## config.mk

```make
export PLATFORM = sky130hd
export DESIGN_NAME = instr_fetch_unit
export DESIGN_NICKNAME = d
export VERILOG_FILES = /design/src/rtl/instr_fetch_unit.sv
export SDC_FILE = /design/constraint.sdc
export NUM_CORES = 1
export LEC_CHECK = 0
export ABC_CLOCK_PERIOD_IN_PS = 2100
export CORE_ASPECT_RATIO = 0.9
export CORE_MARGIN = 5
export CORE_UTILIZATION = 35
export DETAILED_ROUTE_END_ITERATION = 7
export GPL_TIMING_DRIVEN = 0
export HOLD_SLACK_MARGIN = 0.02
export PLACE_DENSITY = 0.66
export SYNTH_ARGS = -nofsm -noshare
export SYNTH_HDL_FRONTEND = slang
export SYNTH_SLANG_ARGS = --single-unit
```

## constraint.sdc

```tcl
create_clock -name clk -period 2.1 [get_ports clk]
set_input_delay 0.21 -clock clk [delete_from_list [all_inputs] [get_ports clk]]
set_output_delay 0.21 -clock clk [all_outputs]
set_load 0.01 [all_outputs]
```

## src/rtl/instr_fetch_unit.sv

```systemverilog
// Instruction fetch unit: a FETCH/WAIT/HOLD sequencer with one outstanding imem request.
// It holds each fetched word until the core consumes it, then selects the next PC.
module instr_fetch_unit #(
    parameter logic [31:0] RESET_PC  = 32'h0000_0000,
    parameter logic [31:0] NOP_INSTR = 32'h0000_0013
) (
    input  logic        clk,
    input  logic        rst,
    output logic        imem_req,
    output logic [31:0] imem_addr,
    input  logic        imem_ready,
    input  logic        imem_rvalid,
    input  logic [31:0] imem_rdata,
    input  logic        stall,
    input  logic        pc_src,
    input  logic [31:0] pc_target,
    output logic        instr_valid,
    output logic [31:0] instr,
    output logic [31:0] instr_pc,
    output logic [6:0]  op,
    output logic [2:0]  funct3,
    output logic [6:0]  funct7,
    output logic [31:0] fetch_count
);

    typedef enum logic [1:0] {
        FETCH = 2'd0,
        WAIT  = 2'd1,
        HOLD  = 2'd2
    } state_t;

    state_t      state;
    logic [31:0] pc;
    logic [31:0] next_pc;

    // Redirect targets are forced word-aligned, so their low bits never matter.
    logic unused_target_bits;
    assign unused_target_bits = ^pc_target[1:0];

    always_comb begin
        // NOTE: give every always_comb output a default first so no path leaves it unassigned (no latch).
        next_pc = pc + 32'd4;
        if (pc_src) begin
            next_pc = {pc_target[31:2], 2'b00};
        end
    end

    // NOTE: sequential state uses non-blocking (<=) so all flops update together at the edge.
    always_ff @(posedge clk) begin
        if (rst) begin
            state       <= FETCH;
            pc          <= RESET_PC;
            instr       <= NOP_INSTR;
            instr_pc    <= RESET_PC;
            instr_valid <= 1'b0;
            fetch_count <= 32'd0;
        end else begin
            case (state)
                FETCH: begin
                    if (imem_ready) begin
                        state <= WAIT;
                    end
                end
                WAIT: begin
                    if (imem_rvalid) begin
                        instr       <= imem_rdata;
                        instr_pc    <= pc;
                        instr_valid <= 1'b1;
                        state       <= HOLD;
                    end
                end
                HOLD: begin
                    // Stall wins over a redirect; pc_src is only sampled on the consuming cycle.
                    if (!stall) begin
                        pc          <= next_pc;
                        fetch_count <= fetch_count + 32'd1;
                        instr_valid <= 1'b0;
                        state       <= FETCH;
                    end
                end
                default: begin
                    state <= FETCH;
                end
            endcase
        end
    end

    assign imem_req  = (state == FETCH) && !rst;
    assign imem_addr = pc;

    // Fields come from the held register only, never straight from imem_rdata.
    assign op     = instr[6:0];
    assign funct3 = instr[14:12];
    assign funct7 = instr[31:25];

endmodule

```

* Word-level counts from Yosys, hierarchy flattened
Cells that the tools add are included.
** Cells by class
- Add/sub/neg operators :: 2
- Equality and inequality tests :: 5
- Multiplexer cells :: 8
- Bitwise logic cells :: 1
- Reduce and logical (&&, ||, !) cells :: 8
** Operators by type and width (count)
- $add A32 B1 Y32 const B :: 1
- $add A32 B3 Y32 const B :: 1
- $mux W32 :: 1
- $mux W2 :: 3
- $ne A2 B2 Y1 const B :: 3
- $pmux W2 S3 :: 1
- $reduce_and A3 Y1 :: 2
- $reduce_and A2 Y1 :: 2
- $eq A2 B1 Y1 const B :: 1
- $eq A2 B2 Y1 const B :: 1
- $logic_not A2 Y1 :: 1
- $mux W1 :: 2
- $pmux W1 S2 :: 1
- $reduce_bool A2 Y1 :: 1
- $logic_and A1 B1 Y1 :: 1
- $logic_not A1 Y1 :: 1
- $not A1 Y1 :: 1
** Word-level totals
- Flip-flop bits (word level) :: 131
- Input bits :: 70
- Output and inout port bits :: 147

* Logic depth before layout (Yosys ltp)
Gate-level depths: netlist of run 1.
- Word-level depth :: 3
- Gate-level depth with buffers :: 7

* Worst setup path after synthesis of run 1
Ideal clock, no wire load.
- Path type :: register to register
- From :: reg pc[2] (netlist: imem_addr[2])
- To :: reg pc[18] (netlist: imem_addr[18])
- Setup time :: 58 ps
- Arrival :: 1810 ps
- Path slack :: 232 ps
- Stages on the path, launching flop included :: 7
- Path buffers :: 0
- Cell sequence :: dfxtp_1 -> ha_1 -> nand3_1 -> nor4_4 -> nand3_1 -> a21oi_1 -> o221a_2
** Between the ends
- Word-level cells in the longest chain between the ends :: 2
** RTL lines
- start: declaration :: RTL line 33 : logic [31:0] pc;
- start signal: assignment :: RTL line 75 : pc <= next_pc;
- $add A32 B3 Y32 :: RTL line 42 : next_pc = pc + 32'd4;
- $mux W32 :: RTL line 43 : if (pc_src) begin
Every way passes these cells.
A chain may end at the register's enable or synchronous reset.

* Final worst setup path of run 1
- From :: reg pc[12] (netlist: imem_addr[12])
- To :: reg pc[29] (netlist: imem_addr[29])
The elaborated chain is that of the path after synthesis.

==> flow_summary.toml, run 1 <==
[timing]
hold_viol = 0
relSlewSlack = 0.597
fin_crit_sh = 0.957
layout_setup_ws_ps = 89.6
tightest_slew_ps = 604
drv_slew = 0
hold_slack_ps = 337
fmax_mhz = 497
finalClockSkew_ps = 9.17
setup_violations = 0
rsz0062_at_grt = "false"
fin_crit_ps = 2010

[global_route]
grt_first_pass_wirelength_mm = 31.5
grt_pass1_vias = 5688
grt_remaining_overflow = 0
antenna_found_initial = 0
grt_max_degree = 17
track_usage = 0.202

[place]
place_inst = 1156
portBuffers = 209
place.gp.congestion = 0.881
dp_hpwl_mm = 14.9
pre_cts_slack_ps = -413

[critical_path]
cp_cell_sequence = "nand4_4 -> nor4_4 -> nand4_1 -> or4_1 -> a31oi_1"
end_kind = "flip-flop"
cp.required_ps = 2450
cp_slowest_cell = "dfxtp_1"
crit_fanout = 7
cp.arrival_ps = 2360
setup.worst_path.class = "flip-flop to flip-flop"
cpPeakStageDelay_ps = 520
start_kind = "flip-flop"

[cells_and_area]
fin_cells = 1196
nNetsFinal = 1048
n_fill_cell = 1534
drive_gt1_frac = 0.101
regArea_um2 = 2550
area_delta_synth_final_pct = 52.6
diodes = 0
multiInputGateArea_um2 = 2920

[pwr]
combPwrFrac = 0.088
p_sw_frac = 0.236
seqPwrFrac = 0.415
p_per_area_nw_per_um2 = 673
clockPowerShare = 0.497
p_switching_mw = 1.41
p_total_mw = 5.98
p_leak_nw = 3.15
intPower_mw = 4.57
vdd_ir_drop_max_v = 0.000553

[synthesis]
netlist-cell-type-count = 50
synth-edff-count = 0
synthTopCellsByCount = "nand2_1, dfxtp_1, a21oi_1"
ys_seq_area_frac = 0.436
synth_largest_area_cell = "dfxtp_1"
yosysWarnings = 0
synth_cells = 737
async_flop_share = 0
synthTopCellsByArea = "dfxtp_1, nand2_1, a21oi_1"
ys.flop_type = "dfxtp_1"
synth_top_area_share = 0.436
synth.most_common_cell = "nand2_1"
mappedNetlistArea_um2 = 5830
avgSynthCellArea_um2 = 7.90
yosys_register_bits = 127

[die]
num_rows = 44
start_util = 0.359
die-area_um2 = 19300
io_pins = 217
core_area_um2 = 16200
die_y_um = 132
die_w_um = 146

[routing]
drc = 0
vias = 6116
finalWirelength_mm = 20.2
first_iter_violations = 371
wl_per_cell_um = 16.9
dr.pass1.iters = 5
via_per_inst = 5.11
postRouteAntennaNets = 0

[cts]
htree_levels = 4
cts_tree = "built"
clk_pin_slew_worst_paths_ps = 60
cts_num_sinks = 127
cts_max_path_buffers = 2
clk_latency_ps = 420
cts_buffers = 17
root_buffer = "clkbuf_16"

[job]
drv_cap = 0

[run_status]
status = "finished, final reports clean"

[min_path]
hold_path_class = "primary input to flip-flop"
## power groups by stage
stage	logic [mW]	registers (mW)	clock network (mW)
2_1_floorplan	0.208	2.54	0
3_3_place_gp	0.523	2.53	0
6_report	0.529	2.48	2.97
4_1_cts	0.530	2.48	3.04
5_1_grt	0.568	2.48	3.14
3_5_place_dp	0.526	2.53	0
## layout by cell type (no fill, tap or decap), types with 6 or more instances in the layout
cell type	count
nor2_1	54
clkbuf_1	39
clkdlybuf4s50_1	208
dfxtp_1	122
buf_2	7
nor3_1	23
nand3_1	20
buf_4	31
a22oi_1	7
a31oi_1	7
o21ai_0	22
nand4_1	20
clkbuf_16	17
inv_1	9
nand2_1	155
xnor2_1	23
nor4_1	16
and3_1	9
mux2i_1	6
a21oi_1	90
## layout make-up
class,instances,area share
Buffer,72,0.0418
Inverter,9,0.00380
Sequential cell,127,0.287
Timing Repair Buffer,218,0.243
Tap cell,207,0.0291
Clock inverter,12,0.0149
Clock buffer,20,0.0525
Multi-Input combinational cell,531,0.328
## flip-flops by register name, indices dropped and copies added (netlist names)
name / cells
fetch_count: 32
instr: 32
imem_addr: 30
instr_pc: 30
state: 2
instr_valid: 1
## worst paths after layout
path	to	cells after the start	slack (ps)	from
max reg2reg	imem_addr[29]	5	90	imem_addr[12]
min	instr[15]	3	340	imem_rdata[15]
max	imem_addr[29]	5	90	imem_addr[12]
min reg2reg	instr_pc[21]	2	450	instr_pc[21]
## kinds of logic (layout without fill, tap and decap cells)
family | count (synthesis) | after routing | synth area share
fa+ha+maj | 2 | 2 | 0.00429
flops | 127 | 127 | 0.436
xor+xnor | 28 | 28 | 0.0421
other cells | 1 | 4 | 0.000644
simple gates | 335 | 335 | 0.281
compound gates | 155 | 155 | 0.155
mux | 7 | 7 | 0.0122
buf+inv | 82 | 331 | 0.0685
## stage by stage
step / setup TNS, ps / area, um2 / util
2_1_floorplan: 0 / 5840 / -
3_3_place_gp: -8010 / 8190 / 0.504
5_1_grt: 0 / 8890 / 0.547
4_1_cts: 0 / 8810 / 0.543
6_report: 0 / 8890 / 0.547
3_5_place_dp: -8690 / 8190 / 0.504
## worst max-delay path, delay by kind of cell, from the launching register on
kind	cells	cell delay (ps)
AO/OA/AOI/OAI	1	160
flip-flops	1	520
AND/OR/NAND/NOR	4	1260
## routing by layer
metal	global-route usage	vias to the layer above	wire length, um
li1	-	3027	-
met4	0.0684	0	301
met2	0.314	254	9240
met3	0.0567	23	1640
met1	0.270	2812	9020
met5	0	-	0
## timing repair
action                                  CTS  global route
buffers inserted                          2             7
resized for setup                         5            12
hold buffers                              0             0
endpoints found under the setup margin    7            73
pin swaps                                 1             3
Note: power is estimated with default switching activity, not from simulation.
==> run 2, diff against run 1 <==
--- a/config.mk
+++ b/config.mk
@@ -13,6 +13,7 @@
 export GPL_TIMING_DRIVEN = 0
 export HOLD_SLACK_MARGIN = 0.02
 export PLACE_DENSITY = 0.66
+export RECOVER_POWER = 25
 export SYNTH_ARGS = -nofsm -noshare
 export SYNTH_HDL_FRONTEND = slang
 export SYNTH_SLANG_ARGS = --single-unit
==> run 2 against run 1 <==
Against the previous run: via count increased by 0.16%; hold slack barely moved; worst setup slack got worse by 2.3 ps; fmax decreased by 0.11%; register-to-register slack hardly changed; sequential cell count did not move; die area unchanged; critical path depth unchanged; power down 0.20%; final area about the same; clock power is essentially flat; critical path type unchanged; largest cell class unchanged.
==> flow_summary.toml, run 2 (synthesis results as in run 1) <==
[die]
num_rows = 44
die-area_um2 = 19300
die_w_um = 146
start_util = 0.359
core_area_um2 = 16200
io_pins = 217
die_y_um = 132

[timing]
relSlewSlack = 0.593
fin_crit_ps = 2010
drv_slew = 0
setup_violations = 0
tightest_slew_ps = 611
rsz0062_at_grt = "false"
hold_slack_ps = 337
fmax_mhz = 497
fin_crit_sh = 0.958
finalClockSkew_ps = 8.91
hold_viol = 0

[place]
dp_hpwl_mm = 14.9
postPlaceCellArea_um2 = 8190
place.gp.congestion = 0.881
portBuffers = 209

[pwr]
seqPwrFrac = 0.415
vdd_ir_drop_max_v = 0.000553
p_per_area_nw_per_um2 = 672
clockPowerShare = 0.498
p_sw_frac = 0.237
intPower_mw = 4.56
combPwrFrac = 0.087
p_leak_nw = 3.35
p_switching_mw = 1.41

[cts]
htree_levels = 4
cts_max_path_buffers = 2
cts_num_sinks = 127
clk_pin_slew_worst_paths_ps = 60
clk_latency_ps = 420
cts_buffers = 17
root_buffer = "clkbuf_16"
cts_tree = "built"

[routing]
dr.pass1.iters = 5
finalWirelength_mm = 20.2
vias = 6126
postRouteAntennaNets = 0
drc = 0
via_per_inst = 5.12
first_iter_violations = 384
wl_per_cell_um = 16.9

[cells_and_area]
nNetsFinal = 1048
reg.largest.list = "fetch_count (32), instr (32)"
design_area_um2 = 8890
drive_gt1_frac = 0.100
diodes = 0
final_common_cell = "nand2_1"
final_cell_mix = "nand2_1, clkdlybuf4s50_1, dfxtp_1"
final_util = 0.547
area_delta_synth_final_pct = 52.6
regArea_um2 = 2550
n_fill_cell = 1536
multiInputGateArea_um2 = 2920

[critical_path]
cp.arrival_ps = 2360
end_kind = "flip-flop"
r2r_cells = 5
cp.required_ps = 2450
r2r_start = "imem_addr[12]"
startpoint = "imem_addr[12]"
start_kind = "flip-flop"
crit_fanout = 7
setup.worst_path.class = "flip-flop to flip-flop"

[global_route]
grt_first_pass_wirelength_mm = 31.5
grt_pass1_vias = 5688
grt_remaining_overflow = 0
antenna_found_initial = 0
track_usage = 0.202
grt_max_degree = 17

[run_status]
status = "finished, final reports clean"

[min_path]
holdPathStages = 3
hold_path_class = "primary input to flip-flop"
min_from = "imem_rdata[15]"

[job]
drv_cap = 0
==> run 2: layout make-up <==
class / count / share of cell area
timing repair buffer: 218 / 0.243
buffer: 72 / 0.0414
sequential: 127 / 0.287
multi-input combinational: 531 / 0.328
inverter: 9 / 0.00380
clock inverter: 12 / 0.0149
tap: 207 / 0.0291
clock buffer: 20 / 0.0525
==> run 2: worst paths after layout <==
kind / to / slack (ps)
setup / recovery: imem_addr[29] / 90
hold / removal: instr[15] / 340
setup reg to reg: imem_addr[29] / 90
hold reg to reg: instr_pc[21] / 450
==> run 2: repair_timing <==
item | CTS | global route
hold buffers | 0 | 0
setup buffers | 2 | 7
setup endpoints to repair | 7 | 73
resized for setup | 5 | 12
pin swaps | 1 | 3
==> run 2: per-stage QoR <==
step                      TNS, ps  worst slack, ps  cells  power, mW
after floorplan                 0              232    740       2.75
after global placement      -8010             -377   1156       3.05
after detailed placement    -8690             -413   1156       3.06
after CTS                       0             4.08   1190       6.05
after global routing            0             12.9   1196       6.19
final                           0             87.3   1196       5.97
==> run 2: critical path, cell delays in order, from the launching register on <==
cell and delay (ps):
dfxtp_1 520, nand4_4 230, nor4_4 440, nand4_1 160, or4_1 420, a31oi_1 160
==> run 2: power groups by stage <==
stage	sequential [mW]	clock (mW)	combinational, mW
6_report	2.48	2.97	0.519
4_1_cts	2.48	3.04	0.530
2_1_floorplan	2.54	0	0.208
3_5_place_dp	2.53	0	0.526
5_1_grt	2.48	3.14	0.559
3_3_place_gp	2.53	0	0.523
==> run 2: metal layers <==
layer / up-vias / share of wire / global-route usage
met5: - / 0 / 0
met4: 0 / 0.016 / 0.0684
met3: 28 / 0.078 / 0.0567
met2: 229 / 0.46 / 0.314
met1: 2845 / 0.44 / 0.270
li1: 3024 / - / -
==> run 3, diff against run 2 <==
--- a/config.mk
+++ b/config.mk
@@ -6,13 +6,12 @@
 export NUM_CORES = 1
 export LEC_CHECK = 0
 export ABC_CLOCK_PERIOD_IN_PS = 2100
-export CORE_ASPECT_RATIO = 0.9
 export CORE_MARGIN = 5
-export CORE_UTILIZATION = 35
+export CORE_UTILIZATION = 45
 export DETAILED_ROUTE_END_ITERATION = 7
 export GPL_TIMING_DRIVEN = 0
 export HOLD_SLACK_MARGIN = 0.02
-export PLACE_DENSITY = 0.66
+export PLACE_DENSITY = 0.81
 export RECOVER_POWER = 25
 export SYNTH_ARGS = -nofsm -noshare
 export SYNTH_HDL_FRONTEND = slang
==> run 3 against run 2 <==
Against the previous run: worst setup slack lost 19 ps; die area decreased by 21%; sequential cell count did not move; clock power about the same; power increased by 0.34%; sequential power about the same; global-route usage grew 4.7 points; combinational power about the same; clock skew shrank 0.94 ps; core utilization grew 15 points; critical path type unchanged.
==> flow_summary.toml, run 3 (synthesis results as in run 1) <==
[die]
die-area_um2 = 15300
num_rows = 41
die_y_um = 124
die_w_um = 124
core_area_um2 = 12700
start_util = 0.460
io_pins = 217

[place]
portBuffers = 209
place.gp.congestion = 0.927
dp_hpwl_mm = 14.1
place_inst = 1121

[routing]
first_iter_violations = 619
via_per_inst = 5.44
dr.pass1.iters = 5
drc = 0
postRouteAntennaNets = 0
finalWirelength_mm = 19.6
wl_per_cell_um = 17.0
vias = 6283

[cells_and_area]
final_cell_mix = "nand2_1, clkdlybuf4s50_1, dfxtp_1"
area_delta_synth_final_pct = 51.1
multiInputGateArea_um2 = 2920
fin_cells = 1155
reg.largest.list = "fetch_count (32), instr (32)"
nNetsFinal = 1043
drive_gt1_frac = 0.0885
diodes = 0
n_fill_cell = 1072
final_common_cell = "nand2_1"
regArea_um2 = 2550

[global_route]
track_usage = 0.249
antenna_found_initial = 0
grt_first_pass_wirelength_mm = 29.6
grt_pass1_vias = 5754
grt_remaining_overflow = 0
grt_max_degree = 17

[critical_path]
cp_cell_sequence = "nand4_4 -> nor4_4 -> nand4_1 -> or4_1 -> a31oi_1"
cp_slowest_cell = "dfxtp_1"
crit_fanout = 7
setup.worst_path.class = "flip-flop to flip-flop"
start_kind = "flip-flop"
end_kind = "flip-flop"
cp.required_ps = 2440
cpPeakStageDelay_ps = 530
cp.arrival_ps = 2370

[timing]
fin_crit_ps = 2030
finalClockSkew_ps = 7.97
relSlewSlack = 0.586
finalSetupTns_ps = 0
tightest_slew_ps = 621
fin_crit_sh = 0.968
setup_violations = 0
drv_slew = 0
fmax_mhz = 492
hold_viol = 0

[pwr]
p_leak_nw = 3.33
vdd_ir_drop_max_v = 0.000532
p_per_area_nw_per_um2 = 681
p_total_mw = 5.99

[cts]
clk_latency_ps = 420
cts_tree = "built"
clk_pin_slew_worst_paths_ps = 60
cts_max_path_buffers = 2
cts_buffers = 17
cts_num_sinks = 127
root_buffer = "clkbuf_16"
htree_levels = 4

[min_path]
hold_path_class = "primary input to flip-flop"

[run_status]
status = "finished, final reports clean"

[job]
drv_cap = 0
## run 3: per-stage QoR
step / setup slack, ps / instance area [um2] / utilization / hold WS (ps)
finish: 67.9 / 8800 / 0.695 / 344
global route: -8.94 / 8800 / 0.695 / 338
CTS: 0.557 / 8750 / 0.690 / 325
detailed placement: -371 / 8140 / 0.643 / 446
global placement: -398 / 8140 / 0.643 / 441
floorplan: 232 / 5840 / - / 334
## run 3: worst max-delay path: cells and delay by family, from the launching register on
family,cells,cell delay [ps]
simple gates,4,1240
flops,1,530
compound gates,1,170
## run 3: repair_timing
item | 4_1_cts | 5_1_grt
gates resized for setup | 4 | 8
buffers inserted | 0 | 5
pin swaps | 1 | 3
hold buffers | 0 | 0
endpoints found under the setup margin | 5 | 39
## run 3: where the power goes
part	switching (mW)	internal (mW)	total [mW]
combinational	0.251	0.265	0.516
clock	1.01	1.98	2.99
sequential	0.0331	2.45	2.48
## run 3: path summary, 6_finish.rpt
check | cells after the start | end | slack (ps) | start
max | 5 | imem_addr[29] | 70 | imem_addr[12]
min | 3 | instr[14] | 340 | imem_rdata[14]
max reg2reg | 5 | imem_addr[29] | 70 | imem_addr[12]
min reg2reg | 2 | instr_pc[5] | 450 | instr_pc[5]
## run 3: per-layer routing
| layer | vias up | global-route usage | part of all wire |
|---|---|---|---|
| met2 | 318 | 0.407 | 0.48 |
| li1 | 3010 | - | - |
| met5 | - | 0 | 0 |
| met3 | 41 | 0.0699 | 0.083 |
| met4 | 0 | 0.0900 | 0.026 |
| met1 | 2914 | 0.313 | 0.41 |
## run 3: area by class of cell
cell class | instances | share of cell area
Buffer | 71 | 0.0412
Clock buffer | 25 | 0.0563
Clock inverter | 6 | 0.0119
Inverter | 9 | 0.00384
Multi-Input combinational cell | 531 | 0.331
Sequential cell | 127 | 0.289
Tap cell | 172 | 0.0244
Timing Repair Buffer | 214 | 0.242
